## src/rtl/uart_tx_fifo.sv

```systemverilog
// Buffered 8N1 UART transmitter: a small byte FIFO feeding an LSB-first serializer.
// Back-to-back queued bytes leave the pin as contiguous frames with no idle gap.
module uart_tx_fifo #(
    parameter int unsigned CLKS_PER_BIT = 104,
    parameter int unsigned FIFO_DEPTH   = 16
) (
    input  logic       clk_from_FPGA,
    input  logic       rst_from_FPGA,
    input  logic       wr_en,
    input  logic [7:0] wr_data,
    output logic       fifo_full,
    output logic       fifo_empty,
    output logic       tx_busy,
    output logic       overflow,
    output logic       uart_tx_pin_for_FPGA
);

    localparam int unsigned PTR_W  = $clog2(FIFO_DEPTH);
    localparam int unsigned CNT_W  = PTR_W + 1;
    localparam int unsigned BAUD_W = $clog2(CLKS_PER_BIT);

    localparam logic [BAUD_W-1:0] BAUD_LAST = BAUD_W'(CLKS_PER_BIT - 1);
    localparam logic [CNT_W-1:0]  CNT_FULL  = CNT_W'(FIFO_DEPTH);

    localparam logic [1:0] S_IDLE  = 2'd0;
    localparam logic [1:0] S_START = 2'd1;
    localparam logic [1:0] S_DATA  = 2'd2;
    localparam logic [1:0] S_STOP  = 2'd3;

    logic [1:0]        state_q, state_d;
    logic [BAUD_W-1:0] baud_q, baud_d;
    logic [2:0]        bit_idx_q, bit_idx_d;
    logic [7:0]        shift_q, shift_d;
    logic              line_q, line_d;
    logic              busy_q, busy_d;

    logic [PTR_W-1:0]  rd_ptr_q, rd_ptr_d;
    logic [PTR_W-1:0]  wr_ptr_q, wr_ptr_d;
    logic [CNT_W-1:0]  count_q, count_d;
    logic              full_q, full_d;
    logic              empty_q, empty_d;
    logic              overflow_q, overflow_d;

    logic [7:0]        fifo_mem [FIFO_DEPTH];
    logic              push;
    logic              pop;
    logic              baud_wrap;

    assign baud_wrap = (baud_q == BAUD_LAST);

    // Transmit FSM: next state, baud/bit counters, shift register and pop request.
    always_comb begin
        state_d   = state_q;
        baud_d    = baud_q;
        bit_idx_d = bit_idx_q;
        shift_d   = shift_q;
        pop       = 1'b0;

        case (state_q)
            S_IDLE: begin
                if (!empty_q) begin
                    pop     = 1'b1;
                    state_d = S_START;
                    baud_d  = '0;
                end
            end
            S_START: begin
                if (baud_wrap) begin
                    state_d   = S_DATA;
                    baud_d    = '0;
                    bit_idx_d = '0;
                end else begin
                    baud_d = baud_q + BAUD_W'(1);
                end
            end
            S_DATA: begin
                if (baud_wrap) begin
                    baud_d = '0;
                    if (bit_idx_q == 3'd7) begin
                        state_d = S_STOP;
                    end else begin
                        bit_idx_d = bit_idx_q + 3'd1;
                        shift_d   = {1'b0, shift_q[7:1]};
                    end
                end else begin
                    baud_d = baud_q + BAUD_W'(1);
                end
            end
            S_STOP: begin
                if (baud_wrap) begin
                    baud_d = '0;
                    // A queued byte chains straight into the next start bit.
                    if (!empty_q) begin
                        pop     = 1'b1;
                        state_d = S_START;
                    end else begin
                        state_d = S_IDLE;
                    end
                end else begin
                    baud_d = baud_q + BAUD_W'(1);
                end
            end
            default: begin
                state_d = S_IDLE;
                baud_d  = '0;
            end
        endcase

        if (pop) begin
            shift_d = fifo_mem[rd_ptr_q];
        end

        // Pin level follows the state being entered so the line is a plain flop.
        case (state_d)
            S_START: line_d = 1'b0;
            S_DATA:  line_d = shift_d[0];
            default: line_d = 1'b1;
        endcase
        busy_d = (state_d != S_IDLE);
    end

    // FIFO bookkeeping; flags reflect the count after this edge.
    always_comb begin
        push     = wr_en && !full_q;
        rd_ptr_d = rd_ptr_q;
        wr_ptr_d = wr_ptr_q;
        count_d  = count_q;

        if (push) begin
            wr_ptr_d = wr_ptr_q + PTR_W'(1);
        end
        if (pop) begin
            rd_ptr_d = rd_ptr_q + PTR_W'(1);
        end
        if (push && !pop) begin
            count_d = count_q + CNT_W'(1);
        end else if (!push && pop) begin
            count_d = count_q - CNT_W'(1);
        end

        full_d     = (count_d == CNT_FULL);
        empty_d    = (count_d == '0);
        overflow_d = overflow_q | (wr_en & full_q);
    end

    always_ff @(posedge clk_from_FPGA) begin
        if (rst_from_FPGA) begin
            state_q    <= S_IDLE;
            baud_q     <= '0;
            bit_idx_q  <= '0;
            shift_q    <= '0;
            line_q     <= 1'b1;
            busy_q     <= 1'b0;
            rd_ptr_q   <= '0;
            wr_ptr_q   <= '0;
            count_q    <= '0;
            full_q     <= 1'b0;
            empty_q    <= 1'b1;
            overflow_q <= 1'b0;
        end else begin
            state_q    <= state_d;
            baud_q     <= baud_d;
            bit_idx_q  <= bit_idx_d;
            shift_q    <= shift_d;
            line_q     <= line_d;
            busy_q     <= busy_d;
            rd_ptr_q   <= rd_ptr_d;
            wr_ptr_q   <= wr_ptr_d;
            count_q    <= count_d;
            full_q     <= full_d;
            empty_q    <= empty_d;
            overflow_q <= overflow_d;
        end
    end

    // Storage array carries no reset; pointers and count define its contents.
    always_ff @(posedge clk_from_FPGA) begin
        if (push) begin
            fifo_mem[wr_ptr_q] <= wr_data;
        end
    end

    assign fifo_full            = full_q;
    assign fifo_empty           = empty_q;
    assign tx_busy              = busy_q;
    assign overflow             = overflow_q;
    assign uart_tx_pin_for_FPGA = line_q;

endmodule

```

## config.mk

```make
export PLATFORM = sky130hd
export DESIGN_NAME = uart_tx_fifo
export DESIGN_NICKNAME = d
export VERILOG_FILES = /design/src/rtl/uart_tx_fifo.sv
export SDC_FILE = /design/constraint.sdc
export NUM_CORES = 1
export LEC_CHECK = 0
export CORE_AREA = 2 2 117 119
export DETAILED_ROUTE_END_ITERATION = 7
export DIE_AREA = 0 0 119 121
export PLACE_DENSITY = 0.86
export SYNTH_ARGS = -nofsm -noshare
export SYNTH_HDL_FRONTEND = slang
export SYNTH_SLANG_ARGS = --single-unit
```

## constraint.sdc

```tcl
create_clock -name clk_from_FPGA -period 2.2 [get_ports clk_from_FPGA]
set_clock_uncertainty 0.1 [all_clocks]
set_input_delay 0.44 -clock clk_from_FPGA [delete_from_list [all_inputs] [get_ports clk_from_FPGA]]
set_output_delay 0.44 -clock clk_from_FPGA [all_outputs]
set_load 0.02 [all_outputs]
```

==> impl_metrics.ini, run 1 <==
[cts]
clkSlewWorstSetupHoldPaths_ns = 0.07
cts_inserted_buffers = 17
cts_tree = built
ctsHoldBuffers = 0
ctsRootBufferMaster = clkbuf_16
htree_levels = 4
cts_sinks = 170
clockBufferDepth = 2
clock_latency_ns = 0.44

[power]
p_leak_uw = 0.00280
powerDensity_mw_per_mm2 = 1090
report.power.total_uw = 9080
peakVddDrop_v = 0.000695

[critical_path]
end_kind = register
regToRegSetupSlack_ns = 0.06
r2r_end = fifo_empty
worst-setup-path-type = reg2reg
arrival_ns = 2.37
cp.required_ns = 2.42
worstRegToRegCells = 8
reg2reg_from = state_q[0]
crit_path_max_fanout = 3
start_kind = register

[worst_hold_path]
min_path_type = reg2reg
hold_depth = 2
hp-start = overflow
holdPathEnd = overflow

[logic_synthesis]
synth_top_area_share_pct = 54.3
yosysWarnings = 0
syn_area_mm2 = 0.00708
yosysSeqAreaShare_pct = 66.1
synthTopCellsByArea = edfxtp_1 54%, dfxtp_1 12%, mux4_2 9.2%, mux4_1 4.1%, ha_1 2.6%
postSynthCellCount = 440
ys_types = 51
synthArstFlopShare_pct = 0
synth_most_common_cell = edfxtp_1
synth-edff-count = 128
synthTopCellsByCount = 128 x edfxtp_1, 50 x nor2_1, 42 x dfxtp_1
avgSynthCellArea_um2 = 16.1
syn_nets = 466
yosys.area.top_type = edfxtp_1
ys_ff_latch = 170
ys_dominant_reg_cell = edfxtp_1

[placement]
dp_slack_ns = -0.196
gp_congestion = 0.821
dp.cells = 645
numPortBuffers = 15
place_area_mm2 = 0.00765
hpwl_um = 9320

[global_routing]
gr-usage-all-layers_pct = 21.3
grt_max_degree = 35
grt_pass1_vias = 4288
grt_pass1_wl_um = 22400
grt-ovfl-total = 0
antenna_found_initial = 0

[sta]
worst_slew_margin_rel_pct = 60.9
rsz0062_at_grt = false
finalSetupTns_ns = 0
fin_ws_ns = 0.0571
layout_min_cycle_time_ns = 2.14
finalHoldViolations = 0
setup_violations = 0
slew_violations = 0
tightest_slew_ns = 0.584
post-route-period-util_pct = 97.4
max_clock_freq_mhz = 467

[floorplanning]
die-width_um = 119
die-height_um = 121
die_area_mm2 = 0.0144
std_cell_rows = 42
core_mm2 = 0.0131
initial_core_util_pct = 54.1
ios = 16

[layout]
stdcell_area_mm2 = 0.00835
drive_gt1_share_pct = 24.3
nets = 523
area_growth_pct = 17.9
antenna_cells = 0
final_cells = 686

[run]
max_cap_viol_count = 0

[detailed_routing]
wl_per_cell_um = 20.9
dr.pass1.iters = 4
wl_um = 14300
detail-route-antenna-nets = 0
vias = 4050
viasPerCell = 5.90
drtIter0Drc = 329
drc = 0

[outcome]
status = completed
## registers in the layout (all words and copies together) (netlist names), named ones only
name / flops
bit_idx_q: 3
rd_ptr_q: 4
overflow: 1
shift_q: 8
fifo_full: 1
fifo_mem: 128
uart_tx_pin_for_FPGA: 1
count_q: 5
tx_busy: 1
state_q: 2
baud_q: 7
fifo_empty: 1
wr_ptr_q: 4
## layout by cell type (no fill, tap or decap), types with 2 or more instances in the layout
master	n
mux4_1	10
mux4_2	30
clkinvlp_4	2
nand2b_1	4
dfxtp_1	41
xnor2_1	9
nand3_1	3
nor3_1	6
buf_12	3
a22oi_1	4
a211oi_1	9
o21ai_0	6
nor2b_1	3
clkinv_4	3
o221a_2	2
and2_1	2
xor2_1	7
inv_8	3
inv_1	8
edfxtp_1	128
or3_1	2
nand4_1	5
ha_1	15
mux2i_1	11
nor4_1	2
and4b_1	2
nor2_1	49
inv_6	2
nand2_1	21
clkinv_8	4
clkbuf_16	17
a21oi_1	11
clkdlybuf4s50_1	15
buf_4	43
## final cells by class
cell class / instances / area (µm²)
multi-input cells: 239 / 2280
repair buffers: 61 / 533
well taps: 176 / 220
fillers: 890 / 4730
inverters: 8 / 30.0
clock inverters: 15 / 174
clock buffers: 17 / 425
flip-flops and latches: 170 / 4690
## cell families after synthesis
group | count (synthesis) | synth area share [%]
buffers and inverters | 31 | 2.26
multiplexers | 51 | 14.9
flip-flops | 170 | 66.1
AO/OA/AOI/OAI | 47 | 4.88
XOR/XNOR | 16 | 1.98
AND/OR/NAND/NOR | 109 | 7.12
adder cells (fa/ha/maj) | 16 | 2.79
## critical path: stages, from the launching register on
cell,delay [ns]
dfxtp_1,0.33
inv_1,0.08
ha_1,0.33
nor2_1,0.19
nand2_1,0.08
o221a_2,0.27
o221a_2,0.30
and2_1,0.15
a31o_1,0.21
## layer usage
layer,wire [µm],GRT usage (%),vias up
met3,683,6.30,33
met2,7800,38.3,125
met1,5530,23.9,2063
met5,0,0,-
li1,-,-,1829
met4,327,8.41,0
## per-stage QoR
stage / utilization (%) / hold WS, ns
floorplan: - / 0.354
global placement: 58.5 / 0.357
detailed placement: 58.5 / 0.367
CTS: 63.1 / 0.384
global route: 63.8 / 0.419
finish: 63.8 / 0.377
## power breakdown
part	internal, µW	switching (µW)
sequential	3670	155
combinational	1190	1130
clock	1530	1410
total	6380	2690
## worst max-delay path by stage
stage	slack, ns	end	from
finish	0.06	fifo_empty	state_q[0]
floorplan	-0.002	fifo_empty	state_q[0]
global route	0.0002	fifo_empty	state_q[0]
detailed placement	-0.20	fifo_empty	wr_en
global placement	-0.10	fifo_empty	wr_en
CTS	0.02	fifo_full	baud_q[0]
## repair_timing
item,4_1_cts,5_1_grt
buffers inserted,0,9
resized for setup,2,10
hold endpoints to repair,0,0
pin swaps,0,2
endpoints found under the setup margin,2,19
Note: power is estimated with default switching activity, not from simulation.
==> run 2: changes to the inputs <==
--- a/config.mk
+++ b/config.mk
@@ -5,6 +5,7 @@
 export SDC_FILE = /design/constraint.sdc
 export NUM_CORES = 1
 export LEC_CHECK = 0
+export ABC_CLOCK_PERIOD_IN_PS = 2200
 export CORE_AREA = 2 2 117 119
 export DETAILED_ROUTE_END_ITERATION = 7
 export DIE_AREA = 0 0 119 121
==> constraint.sdc (replaced) <==
create_clock -name clk_from_FPGA -period 2.2 [get_ports clk_from_FPGA]
set_clock_uncertainty 0.1 [all_clocks]
set_input_delay 0.33 -clock clk_from_FPGA [delete_from_list [all_inputs] [get_ports clk_from_FPGA]]
set_output_delay 0.33 -clock clk_from_FPGA [all_outputs]
set_load 0.02 [all_outputs]
==> run 2 against run 1 <==
Net effect: maximum frequency grew 0.49%; sequential power is essentially flat; total power shrank 0.98%; first-iteration DRC count grew 12%; routed wire length grew 5.3%; non-clock buffer count shrank 9; clock power is essentially flat; critical path depth shrank 3; register-to-register slack is essentially flat; cell area shrank 0.88%; global-route usage grew 0.87 points; critical endpoint is now shift_q[3]; largest cell class unchanged.
==> impl_metrics.ini, run 2 (synthesized netlist as in run 1, its figures left out) <==
[sta]
finalHoldViolations = 0
rsz0062_at_grt = true
worst_slew_margin_rel_pct = 61.2
post-route-period-util_pct = 96.9
slew_violations = 0
finalSetupTns_ns = 0
tightest_slew_ns = 0.581
max_clock_freq_mhz = 469
setup_violations = 0
layout_min_cycle_time_ns = 2.13

[placement]
gp_congestion = 0.889
numPortBuffers = 15
dp.cells = 643
hpwl_um = 9160

[detailed_routing]
viasPerCell = 5.93
wl_per_cell_um = 22.3
drc = 0
drtIter0Drc = 369
wl_um = 15100
dr.pass1.iters = 6
detail-route-antenna-nets = 0
vias = 4014

[power]
cell_internal_pwr_uw = 6490
p_switching_uw = 2500
seqPwrFrac_pct = 42.8
swShare_pct = 27.8
power_frac_clock_pct = 32.5
p_leak_uw = 0.00275
p_comb_share_pct = 24.7
peakVddDrop_v = 0.000684
powerDensity_mw_per_mm2 = 1090

[layout]
nets = 514
largest_reg_flops = 128
mostFrequentLayoutCell = edfxtp_1
seqCellArea_mm2 = 0.00469
drive_gt1_share_pct = 22.4
multi_input_area_mm2 = 0.00228
area_growth_pct = 16.9
fillCellCount = 900
antenna_cells = 0
regMostFlops = fifo_mem
largestRegisters = fifo_mem x128, shift_q x8, baud_q x7
mostFrequentLayoutCells = 128 x edfxtp_1, 50 x nor2_1, 39 x dfxtp_1, 33 x buf_4, 29 x mux4_2
final_cells = 677

[cts]
clkSlewWorstSetupHoldPaths_ns = 0.06
clockBufferDepth = 2
cts_sinks = 170
clock_latency_ns = 0.42
htree_levels = 4
ctsRootBufferMaster = clkbuf_16
cts_inserted_buffers = 17
ctsHoldBuffers = 0
cts_tree = built

[floorplanning]
core_mm2 = 0.0131
die-width_um = 119
std_cell_rows = 42
initial_core_util_pct = 54.1
die_area_mm2 = 0.0144
die-height_um = 121
ios = 16

[critical_path]
slowest_delay_ns = 0.60
cp.required_ns = 2.40
start_kind = register
crit_path_max_fanout = 10
end_kind = register
arrival_ns = 2.33
crit_chain = buf_12 > mux4_1 > mux4_2 > nor2_1 > a211oi_1
worst-setup-path-type = reg2reg
cp_top_family = multiplexers
cp_num_buf_inv = 1
cp_slowest_cell = mux4_1

[global_routing]
top_usage_layer = met2
met3_usage_pct = 5.40
gr-usage-all-layers_pct = 22.2
grt_max_degree = 35
grt_pass1_wl_um = 23100
grt_use_met1_pct = 25.9
grt-ovfl-total = 0
antenna_found_initial = 0
grt_pass1_vias = 4185
met2_usage_pct = 39.2

[worst_hold_path]
min_path_type = reg2reg

[outcome]
status = completed

[run]
max_cap_viol_count = 0
run 2: changes by cell type in the layout (fill, tap and decap cells not counted), moves of 2 or more:
cell       delta
clkinv_8      -4
clkinv_2      +2
clkbuf_1      +2
mux2i_1       -2
mux2i_2       +2
dfxtp_1       -2
bufinv_16     +2
buf_4        -10
dfxtp_4       +2
run 2: power groups by stage:
stage	sequential, µW	combinational, µW	clock, µW
after floorplan	3880	1560	0
after global placement	3880	2000	0
after detailed placement	3890	2080	0
after CTS	3830	2110	2960
after global routing	3870	2410	3090
final	3850	2220	2920
run 2: timing repair:
item                       4_1_cts  5_1_grt
pin swaps                        0        2
setup endpoints to repair        2        9
resized for setup                5       10
hold endpoints to repair         0        0
setup buffers                    0        1
cloned                           0        1
run 2: per-stage QoR:
| step | hold WS (ns) | util [%] | instance area, µm² | total power, µW | setup WS, ns |
|---|---|---|---|---|---|
| finish | 0.367 | 63.3 | 8280 | 8990 | 0.0677 |
| CTS | 0.371 | 62.7 | 8200 | 8890 | 0.0282 |
| detailed placement | 0.355 | 58.2 | 7610 | 5970 | -0.0758 |
| floorplan | 0.329 | - | 7090 | 5430 | 0.00654 |
| global route | 0.390 | 63.3 | 8280 | 9370 | -0.120 |
| global placement | 0.358 | 58.2 | 7610 | 5880 | 0.0176 |
run 2: final timing paths:
check                           slack [ns]    endpoint  cells past startpoint  startpoint
worst max-delay path                  0.07  shift_q[3]                      5    register
worst min-delay path                  0.37    overflow                      2    overflow
worst max register to register        0.07  shift_q[3]                      5    register
worst min register to register        0.37    overflow                      2    overflow
run 2: layout make-up:
type	instances	share of cell area, %
clock buffers	19	5.23
inverters	8	0.363
flip-flops and latches	170	56.7
repair buffers	52	5.73
clock inverters	13	1.74
multi-input cells	239	27.6
well taps	176	2.66
run 2: routing by layer:
metal	wire length, µm	part of all wire, %
met5	0	0
met4	461	3.1
met3	911	6.0
met2	8050	53
met1	5670	38
run 2: worst register-to-register path, delay by kind of cell (launching register included):
kind	cells	cell delay (ns)
multiplexers	2	1.12
AND/OR/NAND/NOR	1	0.15
buffers and inverters	1	0.16
AO/OA/AOI/OAI	1	0.07
flip-flops	1	0.40
==> run 3: changes to the inputs <==
--- a/config.mk
+++ b/config.mk
@@ -5,11 +5,12 @@
 export SDC_FILE = /design/constraint.sdc
 export NUM_CORES = 1
 export LEC_CHECK = 0
+export ABC_AREA = 0
 export ABC_CLOCK_PERIOD_IN_PS = 2200
 export CORE_AREA = 2 2 117 119
 export DETAILED_ROUTE_END_ITERATION = 7
 export DIE_AREA = 0 0 119 121
-export PLACE_DENSITY = 0.86
+export PLACE_DENSITY = 0.79
 export SYNTH_ARGS = -nofsm -noshare
 export SYNTH_HDL_FRONTEND = slang
 export SYNTH_SLANG_ARGS = --single-unit
==> run 3 against run 2 <==
Net effect: routed wire length is 7.5% lower; hold slack better by 0.0023 ns; cell area is 0.14% lower; combinational power hardly changed; sequential share of layout area hardly changed.
==> impl_metrics.ini, run 3 (synthesized netlist as in run 1, its figures left out) <==
[detailed_routing]
drtIter0Drc = 369
dr.pass1.iters = 4
viasPerCell = 5.74
wl_per_cell_um = 20.5
drc = 0
wl_um = 14000
vias = 3920
detail-route-antenna-nets = 0

[sta]
whs_ns = 0.370
setup_violations = 0
tightest_slew_ns = 0.606
max_clock_freq_mhz = 467
slew_violations = 0
worst_slew_margin_rel_pct = 59.5
layout_min_cycle_time_ns = 2.14
fin_ws_ns = 0.0607
post-route-period-util_pct = 97.2
rsz0062_at_grt = false
finalHoldViolations = 0

[critical_path]
worst-setup-path-type = reg2reg
end_kind = register
regToRegSetupSlack_ns = 0.06
worstRegToRegCells = 5
crit_path_max_fanout = 7
cp.required_ns = 2.41
r2r_end = shift_q[7]
start_kind = register
arrival_ns = 2.35

[cts]
htree_levels = 4
clockBufferDepth = 2
clock_latency_ns = 0.42
clkSlewWorstSetupHoldPaths_ns = 0.06
ctsHoldBuffers = 0
cts_tree = built
ctsRootBufferMaster = clkbuf_16
cts_inserted_buffers = 17
cts_sinks = 170

[layout]
final_util_pct = 63.2
fillCellCount = 905
largest_reg_flops = 128
drive_gt1_share_pct = 23.3
area_growth_pct = 16.7
nets = 521
multi_input_area_mm2 = 0.00227
antenna_cells = 0
seqCellArea_mm2 = 0.00469
mostFrequentLayoutCell = edfxtp_1
mostFrequentLayoutCells = 128 x edfxtp_1, 49 x nor2_1, 42 x buf_4, 39 x dfxtp_1, 32 x mux4_2
regMostFlops = fifo_mem
final_cells = 683
largestRegisters = fifo_mem x128, shift_q x8, baud_q x7

[floorplanning]
die-width_um = 119
ios = 16
die_area_mm2 = 0.0144
initial_core_util_pct = 54.1
core_mm2 = 0.0131
die-height_um = 121
std_cell_rows = 42

[placement]
numPortBuffers = 15
gp_congestion = 0.839
dp.cells = 650
dp_slack_ns = -0.0901
hpwl_um = 9440

[global_routing]
antenna_found_initial = 0
grt_max_degree = 30
grt-ovfl-total = 0
grt_pass1_vias = 4029
grt_pass1_wl_um = 22500
gr-usage-all-layers_pct = 21.5

[worst_hold_path]
holdPathEnd = overflow
hp-start = overflow
min_path_type = reg2reg
hold_depth = 2

[power]
p_leak_uw = 0.00276
report.power.total_uw = 8880
powerDensity_mw_per_mm2 = 1070
peakVddDrop_v = 0.000821

[run]
max_cap_viol_count = 0

[outcome]
status = completed
run 3: cell types whose count changed in the layout (fill, tap and decap cells not counted), moves of 2 or more:
cell,before,now
mux2i_2,2,0
dfxtp_2,1,3
mux4_2,29,32
mux2i_1,9,11
inv_8,2,0
mux4_1,11,8
dfxtp_4,2,0
buf_4,33,42
run 3: timing repair:
item,CTS,global route
pin swaps,1,2
setup endpoints to repair,4,7
resized for setup,7,8
buffers inserted,1,1
run 3: final cells by class:
class | instances | share of cell area (%)
Sequential cell | 170 | 56.7
Clock inverter | 11 | 1.45
Inverter | 8 | 0.363
Clock buffer | 20 | 5.28
Multi-Input combinational cell | 239 | 27.4
Tap cell | 176 | 2.66
Timing Repair Buffer | 59 | 6.11
run 3: report_power, final:
part / switching (µW) / internal, µW
registers: 164 / 3670
logic: 1090 / 1120
clock network: 1170 / 1660
total: 2420 / 6450
run 3: metal layers:
layer,routed length [µm],vias to the layer above,share of wire [%],GRT usage (%)
li1,-,1821,-,-
met1,5800,1970,42,27.1
met2,7260,114,52,37.1
met3,748,15,5.4,5.78
met4,155,0,1.1,5.43
met5,0,-,0,0
run 3: critical path, stage by stage, from the launching register on:
cell and delay [ns]:
dfxtp_2 0.38, buf_4 0.21, mux4_1 0.57, mux4_2 0.51
a22oi_1 0.20, nor2_1 0.05
run 3: worst max-delay path by stage:
| stage | endpoint | slack [ns] | cells after the start |
|---|---|---|---|
| global route | fifo_full | 0.008 | 8 |
| floorplan | fifo_empty | 0.007 | 9 |
| CTS | shift_q[4] | 0.006 | 6 |
| global placement | fifo_empty | -0.06 | 8 |
| detailed placement | fifo_empty | -0.09 | 8 |
| finish | shift_q[7] | 0.06 | 5 |
run 3: stage by stage:
step,TNS [ns],area (µm²)
final,0,8270
after global routing,0,8270
after CTS,0,8240
after detailed placement,-2.03,7670
after global placement,-0.113,7670
after floorplan,0,7090
